[src/rtl/register_file_pkg.sv]
// Shared constants and types for the ID-stage register file and its
// pending-write scoreboard.
package register_file_pkg;

  localparam int RF_DATA_W    = 32;
  localparam int RF_ADDR_W    = 5;
  localparam int RF_PEND_W    = 2;
  localparam int RF_REG_COUNT = 1 << RF_ADDR_W;
  localparam int RF_REG_ZERO  = 0;

  typedef logic [RF_PEND_W-1:0] pend_cnt_t;

endpackage : register_file_pkg

[src/rtl/regfile_scoreboard.sv]
// Per-register pending-write counters, sticky overflow flag and the
// read-port hazard flags. Register 0 is never tracked.
module regfile_scoreboard
  import register_file_pkg::*;
#(
  parameter int ADDR_W = RF_ADDR_W,
  parameter int PEND_W = RF_PEND_W
) (
  input  logic              clock,
  input  logic              reset,
  input  logic              issue_valid,
  input  logic [ADDR_W-1:0] issue_dest,
  input  logic              wb_en,
  input  logic [ADDR_W-1:0] wb_add,
  input  logic [ADDR_W-1:0] rs_add,
  input  logic [ADDR_W-1:0] rt_add,
  output logic              hazard_rs,
  output logic              hazard_rt,
  output logic              pend_overflow
);

  localparam int                REG_COUNT = 1 << ADDR_W;
  localparam logic [ADDR_W-1:0] ADD_ZERO  = ADDR_W'(RF_REG_ZERO);
  localparam logic [PEND_W-1:0] PEND_MAX  = '1;
  localparam logic [PEND_W-1:0] PEND_ONE  = PEND_W'(1);

  logic [PEND_W-1:0] pend_q [REG_COUNT];
  logic [PEND_W-1:0] pend_d [REG_COUNT];
  logic              ovf_q;
  logic              ovf_d;

  // Next counter values: simultaneous issue and retire cancel out.
  always_comb begin
    pend_d = pend_q;
    ovf_d  = ovf_q;
    for (int r = 1; r < REG_COUNT; r++) begin
      if (issue_valid && issue_dest == ADDR_W'(r) &&
          !(wb_en && wb_add == ADDR_W'(r))) begin
        if (pend_q[r] == PEND_MAX) ovf_d = 1'b1;
        else                       pend_d[r] = pend_q[r] + 1'b1;
      end else if (wb_en && wb_add == ADDR_W'(r) &&
                   !(issue_valid && issue_dest == ADDR_W'(r))) begin
        // A retire with nothing in flight is an untracked write; hold at 0.
        if (pend_q[r] != '0) pend_d[r] = pend_q[r] - 1'b1;
      end
    end
  end

  // Counter and overflow state registers.
  always_ff @(posedge clock or negedge reset) begin
    if (!reset) begin
      for (int r = 0; r < REG_COUNT; r++) pend_q[r] <= '0;
      ovf_q <= 1'b0;
    end else begin
      pend_q <= pend_d;
      ovf_q  <= ovf_d;
    end
  end

  // Hazard unless the last outstanding write is being bypassed this cycle.
  always_comb begin
    hazard_rs = (rs_add != ADD_ZERO) && (pend_q[rs_add] != '0) &&
                !((pend_q[rs_add] == PEND_ONE) && wb_en && (wb_add == rs_add));
    hazard_rt = (rt_add != ADD_ZERO) && (pend_q[rt_add] != '0) &&
                !((pend_q[rt_add] == PEND_ONE) && wb_en && (wb_add == rt_add));
  end

  assign pend_overflow = ovf_q;

endmodule : regfile_scoreboard

[src/rtl/register_file.sv]
// 32 x 32 general register file: two combinational read ports with
// write-through bypass, one writeback port, pending-write scoreboard.
// Optional macro REGFILE_DEBUG_PORT_EN adds a raw (unbypassed) third
// read port Dbg_Add/Dbg_Data for board display.
module register_file
  import register_file_pkg::*;
#(
  parameter int DATA_W = RF_DATA_W,
  parameter int ADDR_W = RF_ADDR_W,
  parameter int PEND_W = RF_PEND_W
) (
  input  logic              clock,
  input  logic              reset,
  input  logic [ADDR_W-1:0] RegAdd_rs,
  input  logic [ADDR_W-1:0] RegAdd_rt,
  output logic [DATA_W-1:0] RegData_rs,
  output logic [DATA_W-1:0] RegData_rt,
  input  logic              WB_WriteEn,
  input  logic [ADDR_W-1:0] WB_WriteAdd,
  input  logic [DATA_W-1:0] WB_WriteData,
  input  logic              Issue_Valid,
  input  logic [ADDR_W-1:0] Issue_DestAdd,
  output logic              Hazard_rs,
  output logic              Hazard_rt,
`ifdef REGFILE_DEBUG_PORT_EN
  input  logic [ADDR_W-1:0] Dbg_Add,
  output logic [DATA_W-1:0] Dbg_Data,
`endif
  output logic              Pend_Overflow
);

  localparam int                REG_COUNT = 1 << ADDR_W;
  localparam logic [ADDR_W-1:0] ADD_ZERO  = ADDR_W'(RF_REG_ZERO);

  logic [DATA_W-1:0] regs_q [REG_COUNT];
  logic [DATA_W-1:0] regs_d [REG_COUNT];
  logic              wb_live;

  assign wb_live = WB_WriteEn && (WB_WriteAdd != ADD_ZERO);

  // Array update; register 0 is never written so it stays at its reset 0.
  always_comb begin
    regs_d = regs_q;
    if (wb_live) regs_d[WB_WriteAdd] = WB_WriteData;
  end

  // Storage array.
  always_ff @(posedge clock or negedge reset) begin
    if (!reset) begin
      for (int r = 0; r < REG_COUNT; r++) regs_q[r] <= '0;
    end else begin
      regs_q <= regs_d;
    end
  end

  // Read ports with same-cycle writeback bypass.
  always_comb begin
    if (RegAdd_rs == ADD_ZERO)                    RegData_rs = '0;
    else if (wb_live && WB_WriteAdd == RegAdd_rs) RegData_rs = WB_WriteData;
    else                                          RegData_rs = regs_q[RegAdd_rs];
    if (RegAdd_rt == ADD_ZERO)                    RegData_rt = '0;
    else if (wb_live && WB_WriteAdd == RegAdd_rt) RegData_rt = WB_WriteData;
    else                                          RegData_rt = regs_q[RegAdd_rt];
  end

`ifdef REGFILE_DEBUG_PORT_EN
  // Raw array contents, deliberately without bypass.
  assign Dbg_Data = regs_q[Dbg_Add];
`endif

  regfile_scoreboard #(
    .ADDR_W (ADDR_W),
    .PEND_W (PEND_W)
  ) u_scoreboard (
    .clock         (clock),
    .reset         (reset),
    .issue_valid   (Issue_Valid),
    .issue_dest    (Issue_DestAdd),
    .wb_en         (WB_WriteEn),
    .wb_add        (WB_WriteAdd),
    .rs_add        (RegAdd_rs),
    .rt_add        (RegAdd_rt),
    .hazard_rs     (Hazard_rs),
    .hazard_rt     (Hazard_rt),
    .pend_overflow (Pend_Overflow)
  );

endmodule : register_file

[config.mk]
export PLATFORM = sky130hd
export DESIGN_NAME = register_file
export DESIGN_NICKNAME = d
export VERILOG_FILES = /design/src/rtl/register_file_pkg.sv /design/src/rtl/regfile_scoreboard.sv /design/src/rtl/register_file.sv
export SDC_FILE = /design/constraint.sdc
export NUM_CORES = 2
export LEC_CHECK = 0
export CAP_MARGIN = 25
export CORE_ASPECT_RATIO = 1.4
export CORE_UTILIZATION = 50
export CTS_BUF_LIST = sky130_fd_sc_hd__clkbuf_4 sky130_fd_sc_hd__clkbuf_8
export CTS_CLUSTER_DIAMETER = 200
export DETAILED_ROUTE_END_ITERATION = 10
export HOLD_SLACK_MARGIN = 0.12
export MAX_ROUTING_LAYER = met4
export PLACE_DENSITY = 0.66
export SLEW_MARGIN = 20
export SYNTH_ARGS = -nofsm -noshare
export SYNTH_HDL_FRONTEND = slang
export SYNTH_SLANG_ARGS = --single-unit
[constraint.sdc]
create_clock -name clock -period 3.65 [get_ports clock]
set_clock_uncertainty 0.2 [all_clocks]
set_input_delay 0.73 -clock clock [delete_from_list [all_inputs] [get_ports clock]]
set_output_delay 0.73 -clock clock [all_outputs]
set_load 0.1 [all_outputs]
==> impl_metrics.tcl <==
set metrics [dict create \
    synth_warnings 0 \
    io_pins 123 \
    worstPathRequired_ns 2.72 \
    ys.flop_type "dfrtp_1" \
    final_util_pct 63.2 \
    worstPathCellList "mux4_2, mux4_2, nor3b_2, a211o_4, buf_12" \
    syn_to_final_growth_pct 25.5 \
    synth_largest_area_cell "dfrtp_1" \
    cts-root-buf "clkbuf_8" \
    setup_viol_count_final 47 \
    die-area_um2 120000 \
    status "finished, violations left" \
    setup_ws_ns -0.302 \
    grt_pass1_vias 44400 \
    critPathMaxFanout 2 \
    syn_area_per_cell_um2 14.0 \
    cts_tree "done" \
    gr-total-overflow 0 \
    ff_latch_area_um2 27200 \
    drtIter0Drc 5063 \
    rows 149 \
    yosysMostFrequentCell "dfrtp_1" \
    max_slew.worst_pin.slew_ns 0.842 \
    insertion_delay_ns 0.91 \
    wl_per_cell_um 33.0 \
    globalplace.congestion 0.982 \
    netlist.area_leader.share_pct 45.9 \
    violations "DRC, setup timing" \
    fin_crit_ns 3.95 \
    syn_area_um2 59200 \
    place_area_um2 67500 \
    drv_cap 0 \
    start_util_pct 50.3 \
    fillerInstances 8625 \
    die_x_um 293 \
    synthCells 4219 \
    grt_setup_unrepaired "yes" \
    syn_nets 4275 \
    synth_commonest_cells "1087 x dfrtp_1, 968 x mux2_2, 536 x mux4_2, 289 x clkbuf_1, 273 x nand2_1" \
    hpwl_um 133000 \
    grt_antenna_before_repair 5 \
    synth.distinct_cells 62 \
    fmax_mhz 253 \
    slew_headroom_pct 43.5 \
    synth_seq_cells 1087 \
    multi_input_area_um2 31300 \
    synthArstFlopShare_pct 100 \
    design_area_um2 74300 \
    arrival_ns 3.02 \
    grt_max_degree 116 \
    endpoint_kind "output pin" \
    holdWs_ns 0.184 \
    wl_um 214000 \
    slew_viol_final 0 \
    grt_pass1_wl_um 308000 \
    synth_area_leaders "dfrtp_1 46%, mux4_2 20%, mux2_2 18%, clkbuf_1 1.8%, nand2_1 1.7%" \
    fin_crit_sh_pct 108 \
    drc 4 \
    ant_nets 0 \
    worstHoldPathType "in -> async" \
    place_ws_ns -0.686 \
    ys_seq_area_share_pct 45.9 \
    drt_first_pass_iters 10 \
    clock_path_buffers 3 \
    core_area_um2 118000 \
    dp.cells 5980 \
    cpMaxStageDelayCell "mux4_2" \
    nets 4815 \
    cpPeakStageDelay_ns 0.54 \
    cp_common_cell "mux4_2" \
    clk_pin_slew_ns 0.06 \
    fin_cells 6480 \
    leakagePower_nw 32.2 \
    cts_buffers 169 \
    hold_viol 0 \
    critPathKind "reg -> out" \
    port_buffers 122 \
    p_per_area_nw_per_um2 506 \
    die_y_um 409 \
    viasPerCell 6.78 \
    ir_worst_vdd_mv 0.414 \
    h-tree-depth 4 \
    post_route_cells_drive_above_1_share_pct 58.6 \
    grtUsageTotal_pct 36.8 \
    synth-edff-count 0 \
    setup.worst_path.start_class "flop" \
    numClockSinks 1087 \
    vias 43900 \
]
worst max-delay path, delay by kind of cell, from the launching register on:
| kind | cells | cell delay [ns] |
|---|---|---|
| muxes | 2 | 1.02 |
| AOI/OAI and AO/OA | 1 | 0.33 |
| buffers and inverters | 1 | 0.17 |
| DFF | 1 | 0.40 |
| and+or+nand+nor | 1 | 0.19 |
flip-flops by register name (all words and copies together) (netlist names):
register,count
u_scoreboard.pend_q,62
regs_q,1024
u_scoreboard.pend_overflow,1
where the power goes:
group | switching, mW | leakage, nW | internal [mW]
Sequential | 1.78 | 13.9 | 14.3
Clock | 5.12 | 1.92 | 6.03
Combinational | 4.63 | 16.3 | 5.74
path summary, 6_finish.rpt:
path                       depth (start not counted)                         end  slack (ns)               startpoint
max reg2reg                                        5  u_scoreboard.pend_overflow        1.66  u_scoreboard.pend_q[23]
max in group asynchronous                          3                 regs_q[911]        1.92                    reset
max                                                5              RegData_rt[10]       -0.30              regs_q[298]
min                                                2     u_scoreboard.pend_q[14]        0.18                    reset
min in group clock                                 0                regs_q[1018]        0.19             regs_q[1018]
min reg2reg                                        0                regs_q[1018]        0.19             regs_q[1018]
what timing repair did:
action | CTS | global route
endpoints found under the hold margin | 381 | 0
resized for setup | 202 | 89
endpoints found under the setup margin | 66 | 66
cloned | 7 | 15
buffers inserted | 117 | 69
pin swaps | 103 | 41
hold buffers | 1 | 0
per-stage QoR:
step	setup TNS, ns	total power, mW
floorplan	-0.749	22.4
global placement	-27.32	25.5
detailed placement	-28.34	25.8
CTS	-9.49	37.4
global route	-10.34	39.0
finish	-7.92	37.6
cell usage in the layout (no fill, tap or decap), drive strengths merged, types with 7 or more instances in the layout:
cell	count
dfrtp	1087
mux2	968
buf	773
mux4	536
clkbuf	286
nand2	273
a22oi	123
nor2	106
a21oi	80
a211oi	71
mux2i	65
o22ai	56
o21ai	56
clkdlybuf4s50	38
a32o	36
and2	29
a211o	28
nor3b	28
inv	25
nand4	22
nand2b	20
clkinv	19
or2	16
a32oi	15
nor3	14
nand3	12
o21a	10
xnor2	10
diode	7
o211ai	7
o21bai	7
a21boi	7
area by class of cell:
class,count,share of cell area [%]
well taps,1585,2.67
multi-input cells,2648,42.2
flip-flops and latches,1087,36.6
inverters,23,0.116
repair buffers,830,13.5
clock inverters,30,0.333
clock buffers,270,4.53
diodes,7,0.0236
cell families (layout without fill, tap and decap cells):
family / count (synthesis) / after routing / share of synthesized area [%]
simple gates: 554 / 554 / 4.42
buf+inv: 484 / 1153 / 3.48
mux: 1569 / 1569 / 39.9
compound gates: 515 / 515 / 6.12
flops: 1087 / 1087 / 45.9
other cells: 0 / 7 / 0
xor+xnor: 10 / 10 / 0.148
metal layers:
layer / part of all wire (%) / vias to the layer above / track usage (%)
met3: 10 / 708 / 8.57
met2: 47 / 2652 / 55.6
li1: - / 17400 / -
met1: 37 / 23200 / 46.2
met5: 0 / - / -
met4: 6.1 / 0 / 19.4
(Power assumes the default switching activity.)
